===== src/rtl/udc_bus_sequencer_pkg.sv =====
`default_nettype none
// ============================================================================
//  Module   : udc_pkg
//  Purpose  : Shared register addresses, failure codes and sequencer states
//             for the up/down-counter bus sequencer.
//  Revision : 1.0  initial release
// ============================================================================
package udc_pkg;

    localparam logic [1:0] ADDR_PLR = 2'b00;
    localparam logic [1:0] ADDR_ULR = 2'b01;
    localparam logic [1:0] ADDR_LLR = 2'b10;
    localparam logic [1:0] ADDR_CCR = 2'b11;

    localparam int c_TIMER_W = 20;

    typedef enum logic [2:0] {
        FC_NONE     = 3'd0,
        FC_RANGE    = 3'd1,
        FC_READBACK = 3'd2,
        FC_COUNTER  = 3'd3,
        FC_TIMEOUT  = 3'd4
    } fail_code_t;

    typedef enum logic [3:0] {
        ST_IDLE      = 4'd0,
        ST_CHECK     = 4'd1,
        ST_WR_SETUP  = 4'd2,
        ST_WR_STROBE = 4'd3,
        ST_WR_HOLD   = 4'd4,
        ST_RD_STROBE = 4'd5,
        ST_RD_SAMPLE = 4'd6,
        ST_START     = 4'd7,
        ST_RUN       = 4'd8,
        ST_FAIL      = 4'd9
    } state_t;

endpackage
`default_nettype wire


===== src/rtl/udc_bus_sequencer_if.sv =====
`default_nettype none
// ============================================================================
//  Module   : udc_bus_sequencer_if
//  Purpose  : Register bus and run-control signals between the sequencer
//             (master) and the up/down counter (slave).
//  Revision : 1.0  initial release
// ============================================================================
interface udc_bus_sequencer_if;
    logic [7:0] bus_dout;
    logic       bus_oe;
    logic [7:0] bus_din;
    logic       ncs;
    logic       nrd;
    logic       nwr;
    logic [1:0] addr;
    logic       start_out;
    logic       ec_in;
    logic       err_in;

    modport master (
        output bus_dout, bus_oe, ncs, nrd, nwr, addr, start_out,
        input  bus_din, ec_in, err_in
    );

    modport slave (
        input  bus_dout, bus_oe, ncs, nrd, nwr, addr, start_out,
        output bus_din, ec_in, err_in
    );
endinterface
`default_nettype wire


===== src/rtl/udc_bus_sequencer_timer.sv =====
`default_nettype none
// ============================================================================
//  Module   : udc_bus_timer
//  Purpose  : Loadable down-counter with zero flag; saturates at zero.
//  Revision : 1.0  initial release
// ============================================================================
module udc_bus_timer #(
    parameter int WIDTH = 20
) (
    input  wire logic             clk,
    input  wire logic             reset,
    input  wire logic             i_load,
    input  wire logic             i_en,
    input  wire logic [WIDTH-1:0] i_load_val,
    output logic                  o_zero
);
    logic [WIDTH-1:0] r_count;

    always_ff @(posedge clk) begin
        if (reset) begin
            r_count <= '0;
        end else if (i_load) begin
            r_count <= i_load_val;
        end else if (i_en && (r_count != '0)) begin
            r_count <= r_count - 1'b1;
        end
    end

    assign o_zero = (r_count == '0);
endmodule
`default_nettype wire


===== src/rtl/udc_bus_sequencer.sv =====
`default_nettype none
// ============================================================================
//  Module   : udc_bus_sequencer
//  Purpose  : Range-checks a counter configuration, programs it over the
//             register bus (optional read-back), starts and supervises a run.
//  Revision : 1.0  initial release
// ============================================================================
module udc_bus_sequencer
    import udc_pkg::*;
#(
    parameter int unsigned WR_PULSE = 2,
    parameter int unsigned VERIFY   = 1,
    parameter int unsigned TIMEOUT  = 20'hFFFFF
) (
    input  wire logic       clk,
    input  wire logic       reset,
    input  wire logic [7:0] cfg_plr,
    input  wire logic [7:0] cfg_ulr,
    input  wire logic [7:0] cfg_llr,
    input  wire logic [7:0] cfg_ccr,
    input  wire logic       go,
    udc_bus_sequencer_if.master bus,
    output logic            busy,
    output logic            done,
    output logic            fail,
    output logic [2:0]      fail_code
);
    localparam logic [c_TIMER_W-1:0] c_WR_LOAD  = c_TIMER_W'(WR_PULSE - 1);
    localparam logic [c_TIMER_W-1:0] c_RUN_LOAD = c_TIMER_W'(TIMEOUT - 1);

    state_t               r_state;
    logic [1:0]           r_idx;
    logic [7:0]           r_reg [4];
    logic                 w_tmr_load;
    logic                 w_tmr_en;
    logic                 w_tmr_zero;
    logic [c_TIMER_W-1:0] w_tmr_val;
    logic [1:0]           w_idx_nxt;
    logic                 w_range_ok;
    logic                 w_rd_match;
    logic                 w_ccr_zero;

    assign w_idx_nxt  = r_idx + 2'd1;
    assign w_range_ok = (r_reg[ADDR_LLR] <= r_reg[ADDR_PLR]) && (r_reg[ADDR_PLR] <= r_reg[ADDR_ULR]);
    assign w_rd_match = (bus.bus_din == r_reg[r_idx]);
    assign w_ccr_zero = (r_reg[ADDR_CCR] == 8'd0);

    // One timer serves both the write strobe width and the run watchdog
    always_comb begin
        w_tmr_load = 1'b0;
        w_tmr_en   = 1'b0;
        w_tmr_val  = c_WR_LOAD;
        case (r_state)
            ST_WR_SETUP:          w_tmr_load = 1'b1;
            ST_START: begin
                w_tmr_load = 1'b1;
                w_tmr_val  = c_RUN_LOAD;
            end
            ST_WR_STROBE, ST_RUN: w_tmr_en = 1'b1;
            default:              ;
        endcase
    end

    udc_bus_timer #(.WIDTH(c_TIMER_W)) u_timer (
        .clk        (clk),
        .reset      (reset),
        .i_load     (w_tmr_load),
        .i_en       (w_tmr_en),
        .i_load_val (w_tmr_val),
        .o_zero     (w_tmr_zero)
    );

    // Outputs are registered together with the state they belong to
    always_ff @(posedge clk) begin
        if (reset) begin
            r_state       <= ST_IDLE;
            r_idx         <= 2'd0;
            r_reg         <= '{default: 8'd0};
            bus.ncs       <= 1'b1;
            bus.nrd       <= 1'b1;
            bus.nwr       <= 1'b1;
            bus.bus_oe    <= 1'b0;
            bus.bus_dout  <= 8'd0;
            bus.addr      <= 2'd0;
            bus.start_out <= 1'b0;
            busy          <= 1'b0;
            done          <= 1'b0;
            fail          <= 1'b0;
            fail_code     <= FC_NONE;
        end else begin
            done          <= 1'b0;
            fail          <= 1'b0;
            bus.start_out <= 1'b0;
            case (r_state)
                ST_IDLE: begin
                    if (go) begin
                        r_reg     <= '{cfg_plr, cfg_ulr, cfg_llr, cfg_ccr};
                        fail_code <= FC_NONE;
                        busy      <= 1'b1;
                        r_state   <= ST_CHECK;
                    end
                end
                ST_CHECK: begin
                    if (w_range_ok) begin
                        r_idx        <= 2'd0;
                        bus.ncs      <= 1'b0;
                        bus.addr     <= ADDR_PLR;
                        bus.bus_dout <= r_reg[ADDR_PLR];
                        bus.bus_oe   <= 1'b1;
                        r_state      <= ST_WR_SETUP;
                    end else begin
                        fail_code <= FC_RANGE;
                        fail      <= 1'b1;
                        r_state   <= ST_FAIL;
                    end
                end
                ST_WR_SETUP: begin
                    bus.nwr <= 1'b0;
                    r_state <= ST_WR_STROBE;
                end
                ST_WR_STROBE: begin
                    if (w_tmr_zero) begin
                        bus.nwr <= 1'b1;
                        r_state <= ST_WR_HOLD;
                    end
                end
                ST_WR_HOLD: begin
                    if (r_idx != 2'd3) begin
                        r_idx        <= w_idx_nxt;
                        bus.addr     <= w_idx_nxt;
                        bus.bus_dout <= r_reg[w_idx_nxt];
                        r_state      <= ST_WR_SETUP;
                    end else if (VERIFY != 0) begin
                        r_idx      <= 2'd0;
                        bus.addr   <= ADDR_PLR;
                        bus.bus_oe <= 1'b0;
                        bus.nrd    <= 1'b0;
                        r_state    <= ST_RD_STROBE;
                    end else begin
                        bus.bus_oe <= 1'b0;
                        if (w_ccr_zero) begin
                            bus.ncs <= 1'b1;
                            busy    <= 1'b0;
                            done    <= 1'b1;
                            r_state <= ST_IDLE;
                        end else begin
                            bus.start_out <= 1'b1;
                            r_state       <= ST_START;
                        end
                    end
                end
                ST_RD_STROBE: r_state <= ST_RD_SAMPLE;
                ST_RD_SAMPLE: begin
                    if (!w_rd_match) begin
                        fail_code <= FC_READBACK;
                        fail      <= 1'b1;
                        bus.ncs   <= 1'b1;
                        bus.nrd   <= 1'b1;
                        r_state   <= ST_FAIL;
                    end else if (r_idx != 2'd3) begin
                        r_idx    <= w_idx_nxt;
                        bus.addr <= w_idx_nxt;
                        r_state  <= ST_RD_STROBE;
                    end else begin
                        bus.nrd <= 1'b1;
                        // CCR of zero is a no-op on the counter, so no run is started
                        if (w_ccr_zero) begin
                            bus.ncs <= 1'b1;
                            busy    <= 1'b0;
                            done    <= 1'b1;
                            r_state <= ST_IDLE;
                        end else begin
                            bus.start_out <= 1'b1;
                            r_state       <= ST_START;
                        end
                    end
                end
                ST_START: r_state <= ST_RUN;
                ST_RUN: begin
                    if (bus.ec_in) begin
                        bus.ncs <= 1'b1;
                        busy    <= 1'b0;
                        done    <= 1'b1;
                        r_state <= ST_IDLE;
                    end else if (bus.err_in || w_tmr_zero) begin
                        fail_code <= bus.err_in ? FC_COUNTER : FC_TIMEOUT;
                        fail      <= 1'b1;
                        bus.ncs   <= 1'b1;
                        r_state   <= ST_FAIL;
                    end
                end
                ST_FAIL: begin
                    busy    <= 1'b0;
                    r_state <= ST_IDLE;
                end
                default: r_state <= ST_IDLE;
            endcase
        end
    end
endmodule
`default_nettype wire


===== src/flat_wrapper.sv =====
// flat-port wrapper written by rule: the top's interface ports become plain ports
module udc_bus_sequencer_flat import udc_pkg::*;
#(
    parameter int unsigned WR_PULSE = 2,
    parameter int unsigned VERIFY   = 1,
    parameter int unsigned TIMEOUT  = 20'hFFFFF
)
  (clk, reset, cfg_plr, cfg_ulr, cfg_llr, cfg_ccr, go, busy, done, fail, fail_code, bus_bus_dout, bus_bus_oe, bus_ncs, bus_nrd, bus_nwr, bus_addr, bus_start_out, bus_bus_din, bus_ec_in, bus_err_in);
  udc_bus_sequencer_if bus_i ();
  input  wire logic clk;
  input  wire logic reset;
  input  wire logic [7:0] cfg_plr;
  input  wire logic [7:0] cfg_ulr;
  input  wire logic [7:0] cfg_llr;
  input  wire logic [7:0] cfg_ccr;
  input  wire logic go;
  output logic busy;
  output logic done;
  output logic fail;
  output logic [2:0] fail_code;
  output wire logic [$bits(bus_i.bus_dout)-1:0] bus_bus_dout;
  output wire logic [$bits(bus_i.bus_oe)-1:0] bus_bus_oe;
  output wire logic [$bits(bus_i.ncs)-1:0] bus_ncs;
  output wire logic [$bits(bus_i.nrd)-1:0] bus_nrd;
  output wire logic [$bits(bus_i.nwr)-1:0] bus_nwr;
  output wire logic [$bits(bus_i.addr)-1:0] bus_addr;
  output wire logic [$bits(bus_i.start_out)-1:0] bus_start_out;
  input wire logic [$bits(bus_i.bus_din)-1:0] bus_bus_din;
  input wire logic [$bits(bus_i.ec_in)-1:0] bus_ec_in;
  input wire logic [$bits(bus_i.err_in)-1:0] bus_err_in;
  assign bus_bus_dout = bus_i.bus_dout;
  assign bus_bus_oe = bus_i.bus_oe;
  assign bus_ncs = bus_i.ncs;
  assign bus_nrd = bus_i.nrd;
  assign bus_nwr = bus_i.nwr;
  assign bus_addr = bus_i.addr;
  assign bus_start_out = bus_i.start_out;
  assign bus_i.bus_din = bus_bus_din;
  assign bus_i.ec_in = bus_ec_in;
  assign bus_i.err_in = bus_err_in;
  udc_bus_sequencer #(.WR_PULSE(WR_PULSE), .VERIFY(VERIFY), .TIMEOUT(TIMEOUT)) u_core (.clk(clk), .reset(reset), .cfg_plr(cfg_plr), .cfg_ulr(cfg_ulr), .cfg_llr(cfg_llr), .cfg_ccr(cfg_ccr), .go(go), .bus(bus_i), .busy(busy), .done(done), .fail(fail), .fail_code(fail_code));
endmodule

===== config.mk =====
export PLATFORM = sky130hd
export DESIGN_NAME = udc_bus_sequencer_flat
export DESIGN_NICKNAME = d
export VERILOG_FILES = /design/src/rtl/udc_bus_sequencer_pkg.sv /design/src/rtl/udc_bus_sequencer_if.sv /design/src/rtl/udc_bus_sequencer_timer.sv /design/src/rtl/udc_bus_sequencer.sv /design/src/flat_wrapper.sv
export SDC_FILE = /design/constraint.sdc
export NUM_CORES = 1
export LEC_CHECK = 0
export CAP_MARGIN = 15
export CORE_MARGIN = 4
export CORE_UTILIZATION = 25
export CTS_BUF_LIST = sky130_fd_sc_hd__clkbuf_16
export CTS_CLUSTER_DIAMETER = 40
export DETAILED_ROUTE_END_ITERATION = 7
export GPL_ROUTABILITY_DRIVEN = 0
export PLACE_DENSITY = 0.41
export SETUP_SLACK_MARGIN = 0.3
export SKIP_CTS_REPAIR_TIMING = 1
export SLEW_MARGIN = 20
export SYNTH_ARGS = -nofsm -noshare
export SYNTH_HDL_FRONTEND = slang
export SYNTH_HIERARCHICAL = 1
export SYNTH_SLANG_ARGS = --single-unit

===== constraint.sdc =====
create_clock -name clk -period 3.7 [get_ports clk]
set_clock_uncertainty 0.15 [all_clocks]
set_input_delay 0.37 -clock clk [delete_from_list [all_inputs] [get_ports clk]]
set_output_delay 0.37 -clock clk [all_outputs]
set_load 0.005 [all_outputs]

==> key figures <==
Yosys
  • Synth cell types: 65
  • Area contributors post-synth: dfxtp_1 (34%), nand2_1 (8.0%), a21oi_1 (7.4%)
  • Synth Register Bits: 77
  • YS warnings: 6
  • Main synth FF type: dfxtp_1
  • Mapped Area: 4470 µm²
  • Seq/Total Area, Yosys: 34.5%
  • Top cell type's share of synthesized area: 34.5%
  • Post-synth EDFFs: 0
  • Post-Synthesis Cells: 562
  • Post-synth top area cell: dfxtp_1
  • Syn Area/Cell: 7.96 µm²
  • Syn Nets: 626
  • FFs w/ async S/R, synth: 0%

Clocking
  • Clk slew on worst S/H paths: 0.06 ns
  • Clock Sinks: 77
  • Clk Latency, worst-skew pair: 0.34 ns
  • Num CTS Buffers: 9
  • CTS tree: built
  • Bufs on Longest Clock Path: 2
  • CTS root buffer: clkbuf_16
  • H-tree lvl count: 3

STA
  • Measured slew at the worst slew-check pin: approximately 0.81 ns
  • Setup violations, final: 0
  • Fmax: 320 MHz
  • Max Slew Vio Count: 0
  • Max transition margin: ~46%
  • RSZ-0062 raised after global routing: false
  • Period Utilization, post-route: around 85%
  • Final hold vios: 0
  • Tmin final: 3.13 ns
  • Total negative slack: 0 ns

Die
  • Die Wd: 142 µm
  • Die height: approximately 140 µm
  • I/O pin count: 66
  • Initial Util: 25.7%
  • Row cnt: 48
  • Core area: roughly 17000 µm²
  • Die area: 20100 µm²

Final layout
  • Final std cells w/o fill: 848
  • Share of cells above drive strength 1: 9.15%
  • Diode count: 0
  • Final Instance Area: 5720 µm²
  • Fin util: between 30% and 40%
  • Largest register FFs: 32
  • Synth-to-Final Area Change: 27.9%
  • Nets: 682

Setup path
  • Crit Path Category: reg -> reg
  • Critical Path RT: 3.78 ns
  • Crit path DAT: 3.21 ns
  • Crit end category: register
  • Critical Path Start Type: register
  • CP max FO: 5

Power
  • Gate power share: 47.9%
  • Sw Ratio: between 40% and 50%
  • Net Switching: 1.80 mW
  • Worst IR Drop VDD: approximately 0.00028 V
  • Clock power frac: 23.4%
  • Static Leak: between 1.5 and 2 nW
  • Power Total: 4.42 mW
  • PwrDens: a little under 800 nW/µm²
  • Part of the power in registers: 28.6%
  • Int Pwr: 2.62 mW

Route
  • Routed wire length: roughly 13000 µm
  • Vias: between 4000 and 5000
  • DRC: 0
  • Via-to-Cell Ratio: ~5
  • DRT iter0 DRCs: between 400 and 500
  • Wirelength per Cell: 15.9 µm
  • Post-route ant nets: 0
  • TritonRoute pass-1 iters: 5

Global route
  • Largest net degree at the start of global routing: 40
  • Antenna violations before repair: 0
  • Vias in the first global route: 4015
  • Total track usage: 13.6%
  • GRT overflow: 0
  • First-pass GRT wire length: 21700 µm

Placed design
  • PortBufs: 65
  • Hpwl dp: about 9900 µm
  • Cells after DPL: about 830
  • Placed standard-cell area: between 5000 and 6000 µm²

Outcome
  • Status: finished, final reports clean

Job
  • Max cap viols: 0

Min path
  • HP Class: reg -> reg
-- cell usage after synthesis, drive strengths merged (5+ instances only) --
| master | number |
|---|---|
| mux4 | 8 |
| dfxtp | 77 |
| a211oi | 18 |
| o22ai | 10 |
| xnor2 | 21 |
| a21oi | 66 |
| nand4 | 7 |
| nand3 | 5 |
| inv | 26 |
| nor2b | 7 |
| ha | 19 |
| a211o | 10 |
| or3 | 6 |
| o21ai | 18 |
| nor3 | 17 |
| clkbuf | 31 |
| or4 | 5 |
| nand2 | 95 |
| nor2 | 47 |
-- path summary, 6_finish.rpt --
check	start	to	slack, ns	cells after the start
max	u_core/u_timer/r_count[0]	u_core/fail_code[2]	0.57	10
min	u_core/bus.bus_dout[5]	u_core/bus.bus_dout[5]	0.30	2
max reg2reg	u_core/u_timer/r_count[0]	u_core/fail_code[2]	0.57	10
min reg2reg	u_core/bus.bus_dout[5]	u_core/bus.bus_dout[5]	0.30	2
-- layout make-up --
class / count / area (µm²)
clock inverters: 7 / 124
clock buffers: 9 / 225
well taps: 225 / 282
fillers: 1887 / 11700
flip-flops and latches: 77 / 1540
inverters: 26 / 97.6
multi-input cells: 426 / 2710
repair buffers: 78 / 743
-- metrics by stage --
step,setup slack (ns),hold slack (ns)
3_5_place_dp,0.423,0.297
4_1_cts,0.388,0.305
5_1_grt,0.343,0.328
6_report,0.571,0.300
2_1_floorplan,0.605,0.295
3_3_place_gp,0.631,0.290
-- power groups by stage --
| stage | logic, mW | clock network, mW | registers [mW] |
|---|---|---|---|
| global route | 2.37 | 1.09 | 1.30 |
| global placement | 2.10 | 0 | 1.28 |
| floorplan | 1.52 | 0 | 1.19 |
| CTS | 2.12 | 1.07 | 1.26 |
| finish | 2.12 | 1.04 | 1.27 |
| detailed placement | 2.11 | 0 | 1.28 |
-- layer usage --
layer	GRT usage (%)	up-vias	routed length [µm]
li1	-	2118	-
met1	19.7	1982	6870
met2	20.2	95	5900
met3	2.43	10	558
met4	4.49	0	154
met5	0	-	0
-- placed cells by master (no fill, tap or decap), types with 5 or more instances in the layout --
| cell | count |
|---|---|
| o22ai_1 | 10 |
| o21ai_0 | 18 |
| a211o_1 | 10 |
| nand3_1 | 5 |
| xnor2_1 | 21 |
| ha_1 | 19 |
| nor2b_1 | 7 |
| inv_1 | 25 |
| clkdlybuf4s50_1 | 64 |
| mux4_2 | 7 |
| clkbuf_16 | 9 |
| buf_4 | 13 |
| nand4_1 | 7 |
| or3_1 | 5 |
| dfxtp_1 | 76 |
| nand2_1 | 95 |
| nor3_1 | 16 |
| a21oi_1 | 66 |
| a211oi_1 | 16 |
| nor2_1 | 47 |
-- kinds of logic (layout without fill, tap and decap cells) --
group                      after synthesis  count (layout)  share of synthesized area (%)
adders and majority gates               19              19                           5.32
AOI/OAI and AO/OA                      154             154                           22.0
and+or+nand+nor                        218             218                           23.5
buffers and inverters                   59             120                           5.15
DFF                                     77              77                           34.5
muxes                                   12              12                           5.06
xor gates and xnor gates                23              23                           4.50
-- critical path, stage by stage (launching register included) --
cell and delay (ns):
dfxtp_1 0.35, inv_1 0.10, ha_1 0.14, or4b_2 0.64, nor3_1 0.24, and2_2 0.23
nor2_1 0.05, o32a_1 0.33, o22ai_1 0.21, and3_1 0.25, mux2_1 0.32
No activity file was read; power rests on OpenSTA's default activity.
